**config.mk**
```make
export PLATFORM = sky130hd
export DESIGN_NAME = pattern_cascade_pipe
export DESIGN_NICKNAME = d
export VERILOG_FILES = /design/src/rtl/pattern_cascade_pkg.sv /design/src/rtl/pattern_cascade_stage.sv /design/src/rtl/pattern_cascade_pipe.sv
export SDC_FILE = /design/constraint.sdc
export NUM_CORES = 1
export LEC_CHECK = 0
export CORE_MARGIN = 2
export CORE_UTILIZATION = 50
export CTS_BUF_LIST = sky130_fd_sc_hd__clkbuf_8
export CTS_CLUSTER_DIAMETER = 200
export DETAILED_ROUTE_END_ITERATION = 6
export PLACE_DENSITY = 0.75
export SLEW_MARGIN = 20
export SYNTH_ARGS = -nofsm -noshare
export SYNTH_HDL_FRONTEND = slang
export SYNTH_SLANG_ARGS = --single-unit
```
**constraint.sdc**
```tcl
create_clock -name blif_clk_net -period 1.98 [get_ports blif_clk_net]
set_clock_uncertainty 0.1 [all_clocks]
set_input_delay 0.297 -clock blif_clk_net [delete_from_list [all_inputs] [get_ports blif_clk_net]]
set_output_delay 0.297 -clock blif_clk_net [all_outputs]
set_load 0.01 [all_outputs]
```
**src/rtl/pattern_cascade_pkg.sv**
```systemverilog
// Shared types and the per-stage mixing function for the pattern cascade pipe.
package pattern_cascade_pkg;

    // Widest data path the mix function supports.
    localparam int unsigned MAX_W = 64;
    localparam int unsigned IDX_W = $clog2(MAX_W);

    typedef enum logic [1:0] {
        MODE_PASS = 2'd0,
        MODE_NOR  = 2'd1,
        MODE_NAND = 2'd2,
        MODE_ROTL = 2'd3
    } mode_t;

    typedef enum logic [1:0] {
        ST_IDLE  = 2'd0,
        ST_RUN   = 2'd1,
        ST_FLUSH = 2'd2
    } state_t;

    // Mixes the low w bits of x; neighbour indices wrap modulo w.
    // Bits at or above w are returned as zero.
    function automatic logic [MAX_W-1:0] mix(input logic [MAX_W-1:0] x,
                                             input mode_t mode,
                                             input int unsigned w);
        logic [MAX_W-1:0] y;
        logic [IDX_W-1:0] i_idx;
        logic [IDX_W-1:0] j_idx;
        logic [IDX_W-1:0] p_idx;
        y = '0;
        for (int unsigned i = 0; i < MAX_W; i++) begin
            if (i < w) begin
                i_idx = IDX_W'(i);
                j_idx = IDX_W'((i + 1) % w);
                p_idx = IDX_W'((i + w - 1) % w);
                case (mode)
                    MODE_PASS: y[i_idx] = x[i_idx];
                    MODE_NOR:  y[i_idx] = ~(x[i_idx] | x[j_idx]);
                    MODE_NAND: y[i_idx] = ~(x[i_idx] & x[j_idx]);
                    MODE_ROTL: y[i_idx] = x[p_idx];
                    default:   y[i_idx] = x[i_idx];
                endcase
            end
        end
        return y;
    endfunction

endpackage

```
**src/rtl/pattern_cascade_stage.sv**
```systemverilog
// One register stage of the cascade: captures mix(src) together with the item's mode.
module pattern_cascade_stage
    import pattern_cascade_pkg::*;
#(
    parameter int unsigned WIDTH = 8
) (
    input  logic             clk,
    input  logic             rst_n,
    input  logic             enable,
    input  logic             src_valid,
    input  mode_t            src_mode,
    input  logic [WIDTH-1:0] src_data,
    output logic             valid,
    output mode_t            mode,
    output logic [WIDTH-1:0] data
);

    // Shift on enable; empty slots carry zero data so nothing stale is visible.
    always_ff @(posedge clk or negedge rst_n) begin
        if (!rst_n) begin
            valid <= 1'b0;
            mode  <= MODE_PASS;
            data  <= '0;
        end else if (enable) begin
            valid <= src_valid;
            if (src_valid) begin
                mode <= src_mode;
                data <= WIDTH'(mix(MAX_W'(src_data), src_mode, WIDTH));
            end else begin
                mode <= MODE_PASS;
                data <= '0;
            end
        end
    end

endmodule

```
**src/rtl/pattern_cascade_pipe.sv**
```systemverilog
// DEPTH-stage mixing cascade with valid/ready handshake, global stall,
// flush controller, running XOR signature and saturating handshake counter.
module pattern_cascade_pipe
    import pattern_cascade_pkg::*;
#(
    parameter int unsigned WIDTH = 8,
    parameter int unsigned DEPTH = 3,
    parameter int unsigned CNT_W = 16
) (
    input  logic             blif_clk_net,
    input  logic             blif_reset_net,
    input  logic             in_valid,
    output logic             in_ready,
    input  logic [WIDTH-1:0] in_data,
    input  logic [1:0]       in_mode,
    input  logic             flush,
    output logic             out_valid,
    input  logic             out_ready,
    output logic [WIDTH-1:0] out_data,
    output logic [WIDTH-1:0] sig,
    output logic [CNT_W-1:0] count,
    output logic             busy
);

    logic             adv;
    logic             accept;
    logic             any_valid;
    logic             clear;
    logic [DEPTH-1:0] stage_valid;
    mode_t            stage_mode [DEPTH];
    logic [WIDTH-1:0] stage_data [DEPTH];
    state_t           state;
    state_t           state_next;

    assign adv       = ~out_valid | out_ready;
    assign any_valid = |stage_valid;
    assign out_valid = stage_valid[DEPTH-1];
    assign out_data  = stage_data[DEPTH-1];

    for (genvar k = 0; k < DEPTH; k++) begin : g_stage
        if (k == 0) begin : g_first
            pattern_cascade_stage #(.WIDTH(WIDTH)) u_stage (
                .clk       (blif_clk_net),
                .rst_n     (blif_reset_net),
                .enable    (adv),
                .src_valid (accept),
                .src_mode  (mode_t'(in_mode)),
                .src_data  (in_data),
                .valid     (stage_valid[k]),
                .mode      (stage_mode[k]),
                .data      (stage_data[k])
            );
        end else begin : g_next
            pattern_cascade_stage #(.WIDTH(WIDTH)) u_stage (
                .clk       (blif_clk_net),
                .rst_n     (blif_reset_net),
                .enable    (adv),
                .src_valid (stage_valid[k-1]),
                .src_mode  (stage_mode[k-1]),
                .src_data  (stage_data[k-1]),
                .valid     (stage_valid[k]),
                .mode      (stage_mode[k]),
                .data      (stage_data[k])
            );
        end
    end

    // FSM state register.
    always_ff @(posedge blif_clk_net or negedge blif_reset_net) begin
        if (!blif_reset_net) begin
            state <= ST_IDLE;
        end else begin
            state <= state_next;
        end
    end

    // Next-state logic; RUN leaves as soon as the pipeline will be empty after this edge.
    always_comb begin
        logic next_any;
        next_any = accept;
        for (int unsigned k = 0; k < DEPTH - 1; k++) begin
            next_any = next_any | stage_valid[k];
        end
        if (!adv) begin
            next_any = any_valid;
        end
        state_next = state;
        case (state)
            ST_IDLE: begin
                if (flush) begin
                    state_next = ST_FLUSH;
                end else if (accept) begin
                    state_next = ST_RUN;
                end
            end
            ST_RUN: begin
                if (flush) begin
                    state_next = ST_FLUSH;
                end else if (!next_any) begin
                    state_next = ST_IDLE;
                end
            end
            ST_FLUSH: begin
                if (!any_valid) begin
                    state_next = ST_IDLE;
                end
            end
            default: state_next = ST_IDLE;
        endcase
    end

    // Handshake and status outputs; the clear fires on the empty FLUSH cycle.
    always_comb begin
        in_ready = adv & ~flush & (state != ST_FLUSH);
        accept   = in_valid & in_ready;
        busy     = (state != ST_IDLE);
        clear    = (state == ST_FLUSH) & ~any_valid;
    end

    // Signature and saturating handshake counter.
    always_ff @(posedge blif_clk_net or negedge blif_reset_net) begin
        if (!blif_reset_net) begin
            sig   <= '0;
            count <= '0;
        end else if (clear) begin
            sig   <= '0;
            count <= '0;
        end else if (out_valid && out_ready) begin
            sig <= sig ^ out_data;
            if (count != '1) begin
                count <= count + 1'b1;
            end
        end
    end

endmodule
```
* Yosys cells after proc, flatten, opt, wreduce, memory -nomap -nowiden
Cells that the tools add are included.
** Word-level totals
- Flip-flop bits (word level) :: 57
- Input bits :: 15
- Output and inout bits :: 35
** Operators by class
- Mux-type cells :: 41
- Bitwise gates (word level) :: 107
- Add/sub/neg operators :: 1
- Reductions and logical operators :: 11
- Equality and inequality tests :: 16
** Operators by type and width (number)
- 1-bit case mux with 4 select lines :: 24
- 1-bit inverter :: 51
- 16-bit two-way mux :: 3
- 8-bit two-way mux :: 5
- 1-bit bitwise AND :: 28
- 1-bit bitwise OR :: 27
- 16-bit by 1-bit adder with 16-bit output, second input constant :: 1
- 16-bit != test, second input constant :: 1
- 2-bit == test, second input constant :: 7
- 2-bit two-way mux :: 7
- 2-bit by 1-bit == test with 1-bit output, second input constant :: 4
- 2-bit logical NOT :: 4
- 8-bit XOR :: 1
- 3-bit != test, second input constant :: 2
- 2-bit case mux with 3 select lines :: 1
- 2-bit nonzero test :: 3
- 2-bit != test, second input constant :: 2
- 3-bit AND reduction :: 1
- 3-bit OR reduction :: 1
- 2-bit AND reduction :: 1
- 1-bit logical AND :: 1
- 1-bit two-way mux :: 1

* Longest topological paths before layout
Gate-level depths: netlist (run 1).
- Depth after elaboration :: 11
- Gate-level depth with buffers :: 6
- Gate-level depth less buffers :: 5

* Cells and area by module
Synthesis (run 1) repeated with hierarchy kept, for this count alone.
** Unflattened totals
- Cell total of the unflattened synthesis :: 387
- Area, all modules :: 3505.9 sq um
** Modules (own cells, without submodules)
- pattern_cascade_stage :: times used 3, area each 709.4 sq um, cells each 82, sequential area each 275.3 sq um
- pattern_cascade_pipe :: times used 1, area each 1377.6 sq um, cells each 141, sequential area each 650.6 sq um

* Worst setup path after synthesis (run 1)
OpenSTA, ideal clock, no wires.
- Path kind :: register to register
- From :: register count[0]
- To :: register count[12]
- Path buffers :: 1
- Slack :: 98 ps
- Data required time :: 1803 ps
- Stages on the path, launching flop included :: 7
- Period minus slack after synthesis :: 1882 ps
- Arrival time :: 1704 ps
- Path through :: dfrtp_1 ha_1 nand3_2 or2_0 buf_2 or4_1 a21oi_1
** Between the ends
- Longest elaborated chain between the ends :: 4
- Elaborated cells between the ends (all ways) :: 7
- Classes of those cells :: add/sub: 1; eq/ne: 1; mux: 3; reduce/logical: 2
** Ends and longest elaborated chain
- from (decl) :: RTL line pattern_cascade_pipe.sv:21 : output logic [CNT_W-1:0] count,
- from (signal assigned) :: RTL line pattern_cascade_pipe.sv:131 : count <= count + 1'b1;
- 16-bit by 1-bit adder with 16-bit output :: RTL line pattern_cascade_pipe.sv:131
- 16-bit two-way mux :: RTL line pattern_cascade_pipe.sv:130 : if (count != '1) begin
- 16-bit two-way mux :: RTL line pattern_cascade_pipe.sv:128 : end else if (out_valid && out_ready) begin
- 16-bit two-way mux :: RTL line pattern_cascade_pipe.sv:125 : end else if (clear) begin
Several ways; a longest one is shown, not always the timed one. The select of a mux whose other input is x is not followed.
A chain may end at the register's enable or synchronous reset.

* Worst setup path in the final report (run 1)
- From :: register state[1]
- To :: output port busy
** Between the ends
- Longest elaborated chain between the ends :: 1
** Ends and longest elaborated chain
- from (decl) :: RTL line pattern_cascade_pipe.sv:32 : state_t state;
- from (signal assigned) :: RTL line pattern_cascade_pipe.sv:73 : state <= state_next;
- 2-bit nonzero test :: RTL line pattern_cascade_pipe.sv:116 : busy = (state != ST_IDLE);
- to (decl) :: RTL line pattern_cascade_pipe.sv:22 : output logic busy
No other way between the ends.

==> impl_results.md, run 1 <==
- Status: completed
- Worst Path Max Fanout: 4
- Share of cells above drive strength 1: 0.133
- Clock root cell: clkbuf_8
- Post-Syn Area: 3310 sq um
- Vias in the first global route: 2513
- Min Tclk post-route: 1.91 ns
- CTS tree: done
- Final slew viol count: 0
- PwrDens: about 880 nW/um^2
- Critical Path Max Stage Delay: 0.48 ns
- Worst vdd ir: between 0.5 and 0.6 mV
- Sequential fraction of the synthesis area: 0.431
- Initial Utilization: 0.518
- P_leak: approximately 1.8 nW
- DRC viols: 0
- Final wirelength: ~6700 um
- Antenna Violating Nets Remaining: 0
- Port bufs: 49
- Hold Crit Class: in2async
- Worst path cell trace: or2_2 -> clkdlybuf4s50_1
- Core Util, Final: 0.651
- Clock power frac: 0.326
- Reg2reg end: count[14]
- Synth top area share: 0.431
- Drt via density: approximately 5.8
- WP data required: 1.58 ns
- Worst path top cell family by delay: buffers and inverters
- Setup violators final: 0
- Commonest cells in the netlist: 57 x dfrtp_1, 43 x nand2_1, 24 x a22o_1
- Synth Warn #: 0
- Sw Share: 0.306
- Die height: 85.3 um
- Max-Cap Viols: 0
- Most used DFF post-synth: dfrtp_1
- Reg clk slew, reported paths: 0.07 ns
- Post-Place Setup Slack: -0.126 ns
- Power share of the combinational group: 0.282
- Synth cell types: 47
- Sequential share of power: 0.392
- Slew HR: 0.501
- Syn Nets: between 300 and 400
- Area Overhead vs Synth: 25.8%
- Largest cells by area after synthesis: dfrtp_1 43%, mux4_2 8.2%, a22o_1 6.4%
- Clock Tree Buf Depth: 2
- # H-tree levels: 3
- Crit. End Element: output port
- Tightest Pin Transition: 0.749 ns
- Die width: ~85 um
- Crit path from: state[1]
- Post-placement cell area: 3920 sq um
- GRT Residual Overflow: 0
- Post-Synthesis Cells: 340
- RSZ-0062 raised after global routing: false
- Levels on crit path: 2
- Crit path capture: busy
- Hold_ws: 0.368 ns
- Share of synthesized registers carrying an async set or reset: 1.00
- All-Layer GR Usage: 0.199
- Post-synth EDFFs: 0
- Io pins: 50
- Design area: about 4200 sq um
- First-pass GRT wire length: 11600 um
- Largest net degree at the start of global routing: 30
- Int Pwr: between 2 and 3 mW
- Final setup TNS: 0 ns
- Clock sinks: 57
- Fin cells: 477
- Critical path arrival: 1.51 ns
- Initial antenna violation count: 0
- Switch Pwr: 1.12 mW
- Critical path buffer and inverter count: 1
- Setup WS post-layout: 0.0686 ns
- Wire length per cell: 14.0 um
- Startpoint Class: flip-flop
- Drt initial violations: 169
- Slowest CP cell: clkdlybuf4s50_1
- Detailed placement HPWL: 4910 um
- Fin nets: ~400
- Later-pin clock latency in the skew report: between 0.3 and 0.4 ns
- Dpl cells: 460
- Reg2reg start: count[0]
- Fin. Hold Viols: 0
- Synth Register Bits: 57
- CORE AREA: 6390 sq um
- Antenna cells: 0
- Reg2Reg Depth: 5
- Die Footprint: 7280 sq um
- Post-Syn Area per Cell: 9.72 sq um
- Most common cell in the netlist: dfrtp_1
- DR pass1 iterations: 4
- DR vias: 2762
- Max frequency: 523 MHz
- Tot Pwr: 3.67 mW
- Post-CTS setup buffers: 0
- GP Congestion: 0.820
- Synth area leader: dfrtp_1
- Fin crit share: 0.965
- Reg2Reg Setup Slack: between 0.1 and 0.15 ns
- Core Rows: 29
- Critical path class: reg2out
- Cts bufs inserted: 9
==> cells by family after synthesis <==
group / synth area share
AOI/OAI and AO/OA: 0.179
xor gates and xnor gates: 0.0291
adders and majority gates: 0.00378
buffers and inverters: 0.0409
DFF: 0.431
muxes: 0.118
and+or+nand+nor: 0.198
==> flip-flops by register name, indices dropped and copies added (netlist names) <==
| register | flops |
|---|---|
| count | 16 |
| g_stage.g_first.u_stage.data | 8 |
| g_stage.g_first.u_stage.mode | 2 |
| g_stage.g_first.u_stage.valid | 1 |
| g_stage.g_next.u_stage.data | 16 |
| g_stage.g_next.u_stage.mode | 2 |
| g_stage.g_next.u_stage.valid | 2 |
| sig | 8 |
| state | 2 |
==> cells in the final DEF (no fill, tap or decap), types with 8 or more instances in the layout <==
master,synthesis,routed
a211oi_1,8,8
a21oi_1,19,19
a22o_1,24,24
buf_4,0,19
clkbuf_8,0,14
clkdlybuf4s50_1,0,47
dfrtp_1,57,57
inv_1,7,8
mux2i_1,12,12
mux4_2,12,12
nand2_1,43,43
nand3_1,13,13
nor2_1,22,22
nor3_1,11,11
o21ai_0,16,16
xor2_1,10,10
==> power by group through the flow <==
stage | sequential, mW | combinational, mW | clock [mW]
after floorplan | 1.46 | 0.618 | 0
final | 1.44 | 1.03 | 1.20
after global placement | 1.45 | 1.02 | 0
after CTS | 1.44 | 1.05 | 1.22
after detailed placement | 1.46 | 1.05 | 0
after global routing | 1.46 | 1.15 | 1.28
==> worst min-delay path by stage <==
stage	start	to	slack (ns)	depth (start not counted)
detailed placement	blif_reset_net	count[12]	0.20	1
finish	blif_reset_net	count[11]	0.37	2
global route	blif_reset_net	count[1]	0.42	2
floorplan	blif_reset_net	count[0]	-0.1	0
CTS	blif_reset_net	count[12]	0.38	2
global placement	blif_reset_net	count[11]	0.19	1
==> worst register-to-register path, cell delays in order (launching register included) <==
cell and delay (ns):
dfrtp_1 0.35, ha_1 0.22, nand3_2 0.14, or3_1 0.35
or4_1 0.47, a21oi_1 0.15
==> area by class of cell <==
type,count,area [sq um]
Clock buffer,14,193
Timing Repair Buffer,69,637
Sequential cell,57,1430
Inverter,7,26.3
Multi-Input combinational cell,251,1750
Tap cell,77,96.3
Clock inverter,2,33.8
Fill cell,546,2230
==> metal layers <==
| layer | track usage | wire length (um) | up-vias |
|---|---|---|---|
| li1 | - | - | 1376 |
| met1 | 0.271 | 3200 | 1316 |
| met2 | 0.313 | 3110 | 59 |
| met3 | 0.0253 | 245 | 11 |
| met4 | 0.101 | 127 | 0 |
| met5 | 0 | 0 | - |
==> repair_timing <==
action	CTS	global route
hold buffers	1	0
resized for setup	1	0
endpoints found under the setup margin	1	0
hold endpoints to repair	19	0
Note: power is estimated with default switching activity, not from simulation.
==> run 2, diff against run 1 <==
--- a/config.mk
+++ b/config.mk
@@ -5,7 +5,7 @@
 export SDC_FILE = /design/constraint.sdc
 export NUM_CORES = 1
 export LEC_CHECK = 0
-export CORE_MARGIN = 2
+export CORE_MARGIN = 5
 export CORE_UTILIZATION = 50
 export CTS_BUF_LIST = sky130_fd_sc_hd__clkbuf_8
 export CTS_CLUSTER_DIAMETER = 200
==> run 2 against run 1 <==
Worst hold slack got worse by 0.0016 ns; clock power is 18% lower; cell area decreased by 0.81%; power decreased by 5.6%; sequential share of layout area grew 0.28 points; core utilization decreased by 0.53 points; global-route usage is 2.4 points lower; die area increased by 15%; critical path type is now reg2reg; largest cell class unchanged; highest routed layer unchanged.
==> impl_results.md, run 2 (synthesis gave the netlist of run 1 again) <==
- Status: completed
- Reg clk slew, reported paths: 0.06 ns (about the same)
- Worst Path Max Fanout: 5 (+1)
- PwrDens: 840 nW/um^2 (-4.8%)
- CORE AREA: 6390 sq um (unchanged)
- Wire length per cell: 14.5 um (+3.8%)
- DR pass1 iterations: 4 (unchanged)
- Crit path capture: count[14]
- Share of cells above drive strength 1: 0.128 (-0.00404)
- WP data required: 2.15 ns (+0.57 ns)
- Critical Path Max Stage Delay: 0.48 ns (about the same)
- Port bufs: 49 (unchanged)
- Crit. End Element: flip-flop
- Antenna cells: 0 (unchanged)
- Tightest Pin Transition: 0.820 ns (+0.0716 ns)
- Post-placement cell area: 3930 sq um (+0.26%)
- Reg2reg end: count[14]
- Fin. Hold Viols: 0 (unchanged)
- All-Layer GR Usage: 0.175 (-0.0236)
- Reg2reg start: count[0]
- Startpoint Class: flip-flop
- Initial Utilization: 0.518 (unchanged)
- DR vias: 2734 (-1.0%)
- Drt via density: 5.77 (-0.39%)
- Area Overhead vs Synth: 24.8%
- Final wirelength: 6890 um (+3.2%)
- Hold Crit Class: in2async
- Vias in the first global route: 2713 (+8.0%)
- Fin cells: 474 (-0.63%)
- P_leak: 1.74 nW (-0.82%)
- Critical path class: reg2reg
- DRC viols: 0 (unchanged)
- CTS tree: done
- Top Registers: count: 16 flops, g_stage.g_next.u_stage.data: 16 flops
- Die height: 91.3 um (+7.0%)
- Design area: 4130 sq um (-0.81%)
- Worst path cell trace: ha_1 -> nand3_2 -> or3_1 -> or4_1 -> a21oi_1
- Antenna Violating Nets Remaining: 0 (unchanged)
- Commonest non-fill, non-tap cell in the layout: dfrtp_1
- Final setup TNS: 0 ns (unchanged)
- Die Footprint: 8340 sq um (+15%)
- Commonest cells after routing, fill and taps aside: 57 x dfrtp_1, 46 x clkdlybuf4s50_1, 43 x nand2_1
- Detailed placement HPWL: 5110 um (+4.0%)
- Max-Cap Viols: 0 (unchanged)
- Dpl cells: 458 (-0.43%)
- GP Congestion: 0.813 (-0.81%)
- Critical path arrival: 2.01 ns (+0.50 ns)
- Slew HR: 0.453 (-0.0477)
- Crit path from: count[0]
- Initial antenna violation count: 0 (unchanged)
- GRT Residual Overflow: 0 (unchanged)
- Core Util, Final: 0.646 (-0.00529)
- Min Tclk post-route: 1.84 ns (-0.0674 ns)
- Io pins: 50 (unchanged)
- Clock Tree Buf Depth: 2 (unchanged)
- First-pass GRT wire length: 12000 um (+3.0%)
- Final slew viol count: 0 (unchanged)
- Die width: 91.3 um (+7.0%)
- Drt initial violations: 131 (-22%)
- Reg2Reg Depth: 5 (unchanged)
- RSZ-0062 raised after global routing: false
- Cts bufs inserted: 9 (unchanged)
- Slowest CP cell: or4_1
- Core Rows: 29 (unchanged)
- Largest net degree at the start of global routing: 33 (+10%)
- Setup violators final: 0 (unchanged)
- Later-pin clock latency in the skew report: 0.34 ns (about the same)
- Reg2Reg Setup Slack: 0.14 ns (about the same)
- Worst vdd ir: 0.688 mV (+17%)
- Fin nets: 409 (-0.49%)
- # H-tree levels: 3 (unchanged)
- Fin crit share: 0.931 (-0.0340)
- Clock sinks: 57 (unchanged)
- Max frequency: 542 MHz (+3.7%)
- Clock root cell: clkbuf_8
==> run 2: cell types whose count changed in the layout (fill, tap and decap cells not counted) <==
| cell | change |
|---|---|
| buf_12 | +2 |
| dlymetal6s2s_1 | +1 |
| clkinv_2 | +3 |
| inv_1 | -1 |
| buf_4 | -4 |
| clkdlybuf4s50_1 | -1 |
| clkbuf_8 | -2 |
| bufinv_16 | -1 |
==> run 2: cell type report <==
cell class	instances	area, sq um
Timing Repair Buffer	67	649
Sequential cell	57	1430
Tap cell	77	96.3
Fill cell	542	2260
Clock inverter	3	15.0
Multi-Input combinational cell	251	1750
Inverter	7	26.3
Clock buffer	12	165
==> run 2: worst min-delay path by stage <==
stage | startpoint | to | slack [ns] | cells after the start
after floorplan | blif_reset_net | count[0] | -0.1 | 0
after global placement | blif_reset_net | count[12] | 0.21 | 1
after detailed placement | blif_reset_net | count[12] | 0.21 | 1
after CTS | blif_reset_net | count[12] | 0.39 | 2
after global routing | state[1] | state[0] | 0.42 | 1
final | blif_reset_net | count[12] | 0.37 | 2
==> run 2: critical path, delay by kind of cell (launching register included) <==
kind / cells / cell delay, ns
and+or+nand+nor: 3 / 0.97
adders and majority gates: 1 / 0.21
DFF: 1 / 0.35
AOI/OAI and AO/OA: 1 / 0.15
==> run 2: routing by layer <==
metal	GRT usage	share of wire	wire (um)	vias to the layer above
li1	-	-	-	1368
met1	0.214	0.46	3150	1300
met2	0.294	0.47	3270	55
met3	0.0421	0.050	342	11
met4	0.0795	0.020	136	0
met5	0	0	0	-
==> run 2: metrics by stage <==
| stage | setup slack (ns) | hold slack, ns | power, mW |
|---|---|---|---|
| after floorplan | 0.0985 | -0.0986 | 2.07 |
| after global placement | -0.0868 | 0.212 | 2.47 |
| after detailed placement | -0.116 | 0.210 | 2.51 |
| after CTS | 0.0341 | 0.385 | 3.50 |
| after global routing | 0.0491 | 0.424 | 3.69 |
| final | 0.136 | 0.367 | 3.47 |
==> run 2: report_power, final <==
group / switching (mW) / internal [mW]
Combinational: 0.525 / 0.508
Sequential: 0.160 / 1.29
Clock: 0.443 / 0.542
Total: 1.13 / 2.34
==> run 2: repair_timing <==
item	in CTS	in global routing
setup buffers	0	0
endpoints found under the setup margin	1	1
endpoints found under the hold margin	22	0
gates resized for setup	1	1
hold buffers	1	0
cloned	0	0
==> variant: new RTL, config.mk and constraints of run 2 <==
Add an input register stage for `in_mode`; this delays it by one clock. The other inputs are not delayed to match.
--- a/src/rtl/pattern_cascade_pipe.sv
+++ b/src/rtl/pattern_cascade_pipe.sv
@@ -22,6 +22,12 @@
     output logic             busy
 );
 
+    logic [1:0] in_mode_q;
+
+    always_ff @(posedge blif_clk_net) begin
+        in_mode_q <= in_mode;
+    end
+
     logic             adv;
     logic             accept;
     logic             any_valid;
@@ -44,7 +50,7 @@
                 .rst_n     (blif_reset_net),
                 .enable    (adv),
                 .src_valid (accept),
-                .src_mode  (mode_t'(in_mode)),
+                .src_mode  (mode_t'(in_mode_q)),
                 .src_data  (in_data),
                 .valid     (stage_valid[k]),
                 .mode      (stage_mode[k]),
Behaviour: not the same (a bounded check fails within 4 cycles, from zero or initial values and one cycle with blif_reset_net low).
==> variant against run 2 <==
  * Core utilization increased by 1.5 points
  * Global-route usage increased by 0.94 points
  * Sequential share of layout area increased by 0.39 points
  * Total power increased by 2.1%
  * Highest routed layer unchanged
  * Clock power increased by 9.6%
  * Worst hold slack got worse by 0.083 ns
  * Final area increased by 1.8%
  * Via count increased by 2.7%
  * Area after synthesis decreased by 1.5%
  * Worst setup slack got worse by 0.046 ns
  * Sequential cell count increased by 2
  * Routed wire length increased by 7.1%
==> variant: results (changes against run 2) <==
| Metric | Value |
|---|---|
| Run status | finished, final reports clean |
| Routed WL | 7.38 mm (+7.1%) |
| Largest cells by area after synthesis | dfrtp_1 44%, mux4_2 8.3%, a22o_1 6.5% |
| Final-stage net count | 411 (+0.49%) |
| First-pass GRT wire length | 12.6 mm (+5.5%) |
| Arrival @ worst endpoint | 2.06 ns (+0.05 ns) |
| Commonest cells in the netlist | 57 x dfrtp_1, 43 x nand2_1, 24 x a22o_1, 24 x nor2_1, 19 x o21ai_0 |
| Vias in the first global route | 2647 (-2.4%) |
| CP Max Fanout | 6 (+1) |
| Worst-Margin Slew | 0.516 ns (-0.305 ns) |
| Non-Filler Instances | 477 (+0.63%) |
| Net Switching | 0.00112 W (-0.27%) |
| CP Capture Point | count[13] |
| Sequential share of the synthesized area | 45.0% (+1.9 points) |
| Post-Synthesis Mean Instance Area | 9.84 um2 (+1.2%) |
| Inst Count DP | 459 (+0.22%) |
| R2R Path Start | count[6] |
| Syn Nets | 347 (-2.5%) |
| Flop2flop setup slack | 0.09 ns (-0.05 ns) |
| Largest net degree at the start of global routing | 40 (+21%) |
| Routability cong. | 0.811 (-0.23%) |
| Comb. pwr | 0.000980 W (-5%) |
| Pre-CTS setup slack | -0.190 ns (-0.0739 ns) |
| Placed inst area | 3970 um2 (+0.83%) |
| Crit-path slowest cell | or4_4 |
| Number of distinct library cells after synthesis | 42 (-11%) |
| Ys async rst share | 96.6% (-3.4 points) |
| Number of DRC markers in iteration 0 | 202 (+54%) |
| DP HPWL | 5.19 mm (+1.7%) |
| Sequential Power Share | 41.9% (+0.2 points) |
| Layout fillers | 535 (-1.3%) |
| Worst hold slack | 0.284 ns (-0.0828 ns) |
variant: cell count changes after synthesis, sizes merged, moves of 3 or more:
cell    change
buf         -7
or3         +6
a211oi      -4
and4        -4
inv         -4
nand2b      -4
clkbuf      +3
o21ai       +3
variant: layer usage:
layer | track usage [%] | share of wire, %
met1 | 24.5 | 44
met2 | 28.9 | 49
met3 | 6.00 | 4.9
met4 | 5.09 | 1.4
met5 | 0 | 0
variant: cell families after synthesis:
kind of cell	share of synthesized area, %
AO/OA/AOI/OAI	16.9
XOR/XNOR	2.96
adder cells (fa/ha/maj)	0.384
buffers and inverters	2.80
flip-flops	45.0
multiplexers	12.0
AND/OR/NAND/NOR	19.9
variant: area by class of cell:
class / count / area [um2] / area share [%]
clock inverter: 6 / 55.1 / 1.31
sequential: 59 / 1470 / 35.0
clock buffer: 10 / 138 / 3.28
multi-input combinational: 248 / 1730 / 41.1
tap: 77 / 96.3 / 2.30
inverter: 3 / 11.3 / 0.268
timing repair buffer: 74 / 704 / 16.8
